$ cat src/rtl/itl_frame_sched.sv
`default_nettype none
// ============================================================================
// Module   : itl_frame_sched
// Brief    : Round-robin frame scheduler and write/read sequencer for the
//            interleaver RAM; one frame in flight at a time.
// Revision : 1.0 - initial release
// ============================================================================
module itl_frame_sched #(
  parameter int LEN_W   = 13,
  parameter int MAX_LEN = 5120,
  parameter int ID_W    = 6
) (
  input  logic                clk,
  input  logic                rst,
  input  logic [1:0]          req,
  input  logic [2*LEN_W-1:0]  req_len,
  input  logic [2*ID_W-1:0]   req_id,
  input  logic [3:0]          req_mode,
  output logic [1:0]          gnt,
  input  logic                s_din_vld,
  output logic                wen,
  output logic [LEN_W-1:0]    waddr,
  output logic [LEN_W-1:0]    raddr,
  output logic                rd_en,
  output logic [1:0]          rd_mode,
  output logic [ID_W-1:0]     link_id,
  input  logic                rd_ready,
  output logic                dout_vld,
  output logic                dout_last,
  output logic                done,
  output logic                err
);

  localparam logic [2:0] IDLE  = 3'd0;
  localparam logic [2:0] CHECK = 3'd1;
  localparam logic [2:0] LOAD  = 3'd2;
  localparam logic [2:0] TURN  = 3'd3;
  localparam logic [2:0] READ  = 3'd4;
  localparam logic [2:0] FLUSH = 3'd5;

  localparam logic [LEN_W-1:0] MAX_LEN_C = LEN_W'(MAX_LEN);
  localparam logic [LEN_W-1:0] ONE_C     = LEN_W'(1);

  logic [2:0]       state;
  logic [2:0]       state_nxt;
  logic             ptr;
  logic             win;
  logic [1:0]       gnt_r;
  logic [LEN_W-1:0] len_r;
  logic [LEN_W-1:0] len_last;
  logic [ID_W-1:0]  id_r;
  logic [1:0]       mode_r;
  logic [LEN_W-1:0] wcnt;
  logic [LEN_W-1:0] rcnt;
  logic             dv_r;
  logic             dl_r;
  logic             bad;
  logic             w_last;
  logic             r_last;

  logic [LEN_W-1:0] src_len  [2];
  logic [ID_W-1:0]  src_id   [2];
  logic [1:0]       src_mode [2];

  for (genvar i = 0; i < 2; i++) begin : g_src
    assign src_len[i]  = req_len[i*LEN_W +: LEN_W];
    assign src_id[i]   = req_id[i*ID_W +: ID_W];
    assign src_mode[i] = req_mode[i*2 +: 2];
  end

  // ptr names the preferred source when both request at once
  always_comb begin
    win = 1'b0;
    if (req == 2'b11) begin
      win = ptr;
    end else if (req[1]) begin
      win = 1'b1;
    end
  end

  assign len_last = len_r - ONE_C;
  assign bad      = (len_r == '0) || (len_r > MAX_LEN_C) || (mode_r == 2'd3);
  assign w_last   = (wcnt == len_last);
  assign r_last   = (rcnt == len_last);

  // State register
  always_ff @(posedge clk) begin
    if (rst) begin
      state <= IDLE;
    end else begin
      state <= state_nxt;
    end
  end

  // Next-state logic
  always_comb begin
    state_nxt = state;
    case (state)
      IDLE:    if (|req) state_nxt = CHECK;
      CHECK:   state_nxt = bad ? IDLE : LOAD;
      LOAD:    if (s_din_vld && w_last) state_nxt = TURN;
      TURN:    state_nxt = READ;
      READ:    if (rd_ready && r_last) state_nxt = FLUSH;
      FLUSH:   state_nxt = IDLE;
      default: state_nxt = IDLE;
    endcase
  end

  // Output logic
  always_comb begin
    wen   = 1'b0;
    rd_en = 1'b0;
    err   = 1'b0;
    done  = 1'b0;
    case (state)
      CHECK:   err   = bad;
      LOAD:    wen   = s_din_vld;
      READ:    rd_en = rd_ready;
      FLUSH:   done  = 1'b1;
      default: ;
    endcase
  end

  // Frame context, counters and registered read-side strobes
  always_ff @(posedge clk) begin
    if (rst) begin
      ptr    <= 1'b0;
      gnt_r  <= '0;
      len_r  <= '0;
      id_r   <= '0;
      mode_r <= '0;
      wcnt   <= '0;
      rcnt   <= '0;
      dv_r   <= 1'b0;
      dl_r   <= 1'b0;
    end else begin
      dv_r <= rd_en;
      dl_r <= rd_en && r_last;
      case (state)
        IDLE: begin
          if (|req) begin
            gnt_r  <= win ? 2'b10 : 2'b01;
            len_r  <= src_len[win];
            id_r   <= src_id[win];
            mode_r <= src_mode[win];
            wcnt   <= '0;
          end
        end
        CHECK: begin
          if (bad) begin
            gnt_r <= '0;
            ptr   <= ~gnt_r[1];
          end
        end
        LOAD: begin
          if (s_din_vld) wcnt <= wcnt + ONE_C;
        end
        TURN: begin
          rcnt <= '0;
        end
        READ: begin
          if (rd_ready) rcnt <= rcnt + ONE_C;
        end
        FLUSH: begin
          gnt_r <= '0;
          ptr   <= ~gnt_r[1];
        end
        default: ;
      endcase
    end
  end

  assign gnt       = gnt_r;
  assign waddr     = wcnt;
  assign raddr     = rcnt;
  assign rd_mode   = mode_r;
  assign link_id   = id_r;
  assign dout_vld  = dv_r;
  assign dout_last = dl_r;

endmodule
`default_nettype wire

$ cat config.mk
export PLATFORM = sky130hd
export DESIGN_NAME = itl_frame_sched
export DESIGN_NICKNAME = d
export VERILOG_FILES = /design/src/rtl/itl_frame_sched.sv
export SDC_FILE = /design/constraint.sdc
export NUM_CORES = 1
export LEC_CHECK = 0
export CAP_MARGIN = 0
export CORE_MARGIN = 2
export CORE_UTILIZATION = 35
export DETAILED_ROUTE_END_ITERATION = 12
export GPL_ROUTABILITY_DRIVEN = 0
export GPL_TIMING_DRIVEN = 0
export SLEW_MARGIN = 20
export SYNTH_ARGS = -nofsm -noshare
export SYNTH_HDL_FRONTEND = slang
export SYNTH_SLANG_ARGS = --single-unit
$ cat constraint.sdc
create_clock -name clk -period 3.03 [get_ports clk]
set_clock_uncertainty 0.05 [all_clocks]
set_input_delay 0.606 -clock clk [delete_from_list [all_inputs] [get_ports clk]]
set_output_delay 0.606 -clock clk [all_outputs]
set_load 0.01 [all_outputs]
# Word-level counts from Yosys, hierarchy flattened
# Index checks and enable logic that the tools add are counted.
# classes
muxes	31
add_sub_neg	3
n_lt_le_gt_ge	2
eq_ne	15
n_reduce_logical	18
bitwise	2
# op_table
operator	n
13-bit 2-to-1 mux	6
13-bit case mux with 2 select lines	2
13-bit by 1-bit adder with 13-bit output, second input constant	2
13-bit equality test	2
6-bit 2-to-1 mux	3
3-bit case mux with 5 select lines	1
2-bit 2-to-1 mux	7
13-bit > comparator, second input constant	1
13-bit logical NOT	1
13-bit by 1-bit subtractor with 13-bit output, second input constant	1
2-bit inequality test, second input constant	6
3-bit 2-to-1 mux	3
3-bit AND reduction	3
1-bit 2-to-1 mux	7
3-bit by 2-bit equality test with 1-bit output, second input constant	2
3-bit equality test, second input constant	2
2-bit case mux with 3 select lines	1
2-bit AND reduction	3
2-bit nonzero test	3
2-bit equality test, second input constant	2
3-bit by 1-bit equality test with 1-bit output, second input constant	1
1-bit logical AND	3
3-bit logical NOT	1
3-bit nonzero test	1
6 further kinds	7
# totals
inputBits	48
regBits	55
elab_cells	81
out_inout_bits	42

# Depth between registers and ports, before layout
# depth
depth_word	6
mapped_depth	9
ltp_nobuf	8

# Worst setup path after synthesis
# Ideal clock, no wire load.
# synth_timing
path_type	reg-to-reg
start	reg len_r[5]
end	reg dl_r, in the netlist dout_last
path_buffers	1
required_ns	2.919
stages_incl_launch_ff	8
setup_time_ns	0.061
path_slack_ns	0.721
arrival_time_ns	2.198
period_less_slack_ns	2.309
path_cell_list	dfxtp_1 > buf_2 > or4_4 > or4_4 > and2_4 > xnor2_1 > nor4b_1 > and4_1
# synth_between
elab_chain_cells	3
# synth_lines
item	line	rtl
from (decl)	49	logic [LEN_W-1:0] len_r;
from (signal assigned)	143	len_r <= src_len[win];
13-bit by 1-bit subtractor with 13-bit output	81	assign len_last = len_r - ONE_C;
13-bit equality test	84	assign r_last = (rcnt == len_last);
1-bit logical AND	138	dl_r <= rd_en && r_last;
to (signal assigned)	138	
to (decl)	56	logic dl_r;
# No other way between the ends.
# A chain may end at the register's enable or synchronous reset.

# Worst setup path in the final report
# layout_timing
start	in s_din_vld
end	out wen
# layout_between
elab_chain_cells	1
# layout_lines
item	line	rtl
from (decl)	20	input logic s_din_vld,
1-bit 2-to-1 mux	115	case (state)
to (decl)	21	output logic wen,
# No other way between the ends.

==> impl_metrics.json <==
{
  "status": "finished clean",
  "cpPeakStageDelay_ps": 640,
  "synth_area_sq_mm": 0.00334,
  "area_delta_synth_final_pct": 35.1,
  "grt_max_degree": 17,
  "synth_top_area_share_pct": 33.0,
  "syn_avg_cell_area_sq_um": 8.54,
  "path_max_fanout": 3,
  "place_inst": 608,
  "whs_path_depth": 2,
  "worstReg2RegEnd": "dout_last",
  "drv_cap": 0,
  "n_fill_cell": 925,
  "clock.fmax_mhz": 360,
  "post-route-period-util_pct": 91.7,
  "drt_iter0_drc": 107,
  "dp_hpwl_mm": 6.90,
  "die_h_um": 102,
  "overflow": 0,
  "cp_cell_sequence": "clkdlybuf4s50_1 -> inv_1 -> nor3_1 -> clkdlybuf4s50_1",
  "regArea_sq_mm": 0.00110,
  "period_minus_slack_ps": 2780,
  "grt_usage_pct": 17.5,
  "final_util_pct": 48.8,
  "multi_input_area_sq_mm": 0.00209,
  "crit_path_end_kind": "primary output",
  "cts_tree": "built",
  "slowest_stage": "clkdlybuf4s50_1",
  "cp.arrival_ps": 2120,
  "synth-seq-area-share_pct": 33.0,
  "hold_class": "reg2reg",
  "cts.clk_slew.worst_paths_ps": 100,
  "power.total_mw": 2.43,
  "synth_nets": 443,
  "setup_viol": 0,
  "grt_pass1_vias": 3049,
  "clkPwrFrac_pct": 21.5,
  "wl_mm": 8.92,
  "rows": 35,
  "r2r_cells": 9,
  "p_per_area_mw_per_mm2": 538,
  "tightestPinTransition_ps": 905,
  "rrSetupSlack_ps": 270,
  "holdCritStartpoint": "link_id[2]",
  "drc": 0,
  "num_vias": 3078,
  "die-area_sq_mm": 0.0103,
  "core_area_sq_mm": 0.00924,
  "layout.nets": 538,
  "hold_viol": 0,
  "p_sw_uw": 867,
  "vias_per_cell": 5.00,
  "drive_above_1_share_pct": 6.37,
  "synth_commonest_cells": "nor2_1, dfxtp_1, nand2_1",
  "final.setup.tns_ps": 0,
  "synth_area_leaders": "dfxtp_1, nor2_1, mux2i_1",
  "cts_sinks": 55,
  "die-width_um": 102,
  "clk_path_buf_depth": 2,
  "yosys_warnings": 0,
  "synthFlopType": "dfxtp_1",
  "pre_cts_slack_ps": 129,
  "peakVddDrop_mv": 0.230,
  "insertion_delay_ps": 310,
  "synth-seq-cells": 55,
  "port_buffers": 88,
  "worstSetupPathType": "in2out",
  "seqPwrFrac_pct": 36.2,
  "ant_nets": 0,
  "yosysTopAreaCell": "dfxtp_1",
  "r2r-start": "len_r[0]",
  "setup_ws_ps": 253,
  "netlist_instances": 391,
  "cts_max_level": 2,
  "required_ps": 2370,
  "cts_buffers": 5,
  "total_leakage_power_nw": 1.71,
  "antenna_found_initial": 0,
  "swShare_pct": 35.7,
  "ctsRootBufferMaster": "clkbuf_8",
  "n_antenna_cell": 0,
  "power.internal_mw": 1.56,
  "ioPinCount": 90,
  "initial_core_util_pct": 36.2,
  "holdPathEnd": "link_id[2]",
  "firstDrtPassIters": 4,
  "rsz0062_at_grt": "false",
  "slew_viol_final": 0,
  "p_comb_share_pct": 42.3,
  "ys_async_sr_fraction_pct": 0,
  "wl_per_cell_um": 14.5,
  "synth.distinct_cells": 52,
  "yosysMostFrequentCell": "nor2_1",
  "worst_slew_margin_rel_pct": 39.1,
  "cpMostUsedCell": "clkdlybuf4s50_1",
  "grt_first_pass_wirelength_mm": 14.6,
  "worst_setup_path_start_kind": "input port",
  "synth_edf_count": 0,
  "finalNonFillerCells": 616
}
==> cells in the final DEF, fill, tap and decap left out, types with 4 or more instances in the layout <==
cell type | synthesis | routed
nand3_1 | 8 | 8
a211oi_1 | 24 | 24
clkbuf_1 | 20 | 19
a21oi_1 | 8 | 8
nor2_1 | 63 | 63
clkbuf_8 | 0 | 6
and4_1 | 6 | 6
dfxtp_1 | 55 | 53
xnor3_1 | 5 | 5
or2_2 | 4 | 4
and3_1 | 8 | 8
o21ai_0 | 7 | 7
nand2_1 | 27 | 27
nor3_1 | 9 | 9
inv_1 | 8 | 8
ha_1 | 4 | 4
xor2_1 | 24 | 24
clkdlybuf4s50_1 | 0 | 87
buf_2 | 4 | 4
mux2i_1 | 23 | 23
xnor2_1 | 22 | 22
nand2b_1 | 4 | 4
nor4_1 | 5 | 4
nand4_1 | 8 | 8
==> how the worst max path moves through the flow <==
stage	start	endpoint	slack (ps)	depth (start not counted)
5_1_grt	len_r[0]	err	90	8
2_1_floorplan	len_r[5]	dout_last	720	7
4_1_cts	s_din_vld	wen	230	4
3_5_place_dp	len_r[8]	err	130	6
3_3_place_gp	req[1]	waddr[11]	-130	6
6_report	s_din_vld	wen	250	4
==> per-stage QoR <==
stage               hold slack (ps)  cell area (sq um)
finish                          459               4510
global route                    483               4510
CTS                             464               4510
detailed placement              445               4390
global placement                440               4380
floorplan                       411               3340
==> final cells by class <==
cell class / count / area share [%]
repair buffers: 89 / 19.7
well taps: 129 / 3.58
multi-input cells: 300 / 46.3
inverters: 8 / 0.666
flip-flops and latches: 55 / 24.5
clock inverters: 2 / 0.776
clock buffers: 6 / 1.83
plain buffers: 27 / 2.69
==> metal layers <==
metal | part of all wire [%] | vias up | track usage (%)
li1 | - | 1568 | -
met1 | 45 | 1412 | 21.4
met2 | 47 | 90 | 30.9
met3 | 7.2 | 8 | 4.49
met4 | 0.92 | 0 | 3.43
met5 | 0 | - | 0
==> critical path: cells and delay by family <==
kind	cells	cell delay, ps
simple gates	1	340
buf+inv	3	1170
==> registers in the layout, summed over array words and instances (netlist names) <==
| name | count |
|---|---|
| dout_last | 1 |
| dout_vld | 1 |
| link_id | 6 |
| gnt | 2 |
| len_r | 13 |
| ptr | 1 |
| raddr | 13 |
| waddr | 13 |
| rd_mode | 2 |
| state | 3 |
==> power by group through the flow <==
stage          combinational [mW]  sequential [mW]  clock (mW)
2_1_floorplan               0.716            0.877           0
3_3_place_gp                 1.01            0.879           0
3_5_place_dp                 1.02            0.880           0
4_1_cts                      1.03            0.878       0.530
5_1_grt                      1.13            0.889       0.556
6_report                     1.03            0.879       0.521
==> logic make-up (layout without fill, tap and decap cells) <==
kind of cell             count (synthesis)  count (layout)  share of synthesized area, %
adder cells (fa/ha/maj)                  4               4                          1.50
multiplexers                            24              24                          7.23
AO/OA/AOI/OAI                           57              57                          12.7
AND/OR/NAND/NOR                        164             164                          25.5
buffers and inverters                   36             132                          4.64
flip-flops                              55              55                          33.0
XOR/XNOR                                51              51                          15.4
==> what timing repair did <==
action / in CTS / in global routing
setup buffers: 1 / 0
hold buffers: 0 / 0
setup endpoints to repair: 1 / 0
resized for setup: 3 / 0
No activity file was read; power rests on OpenSTA's default activity.
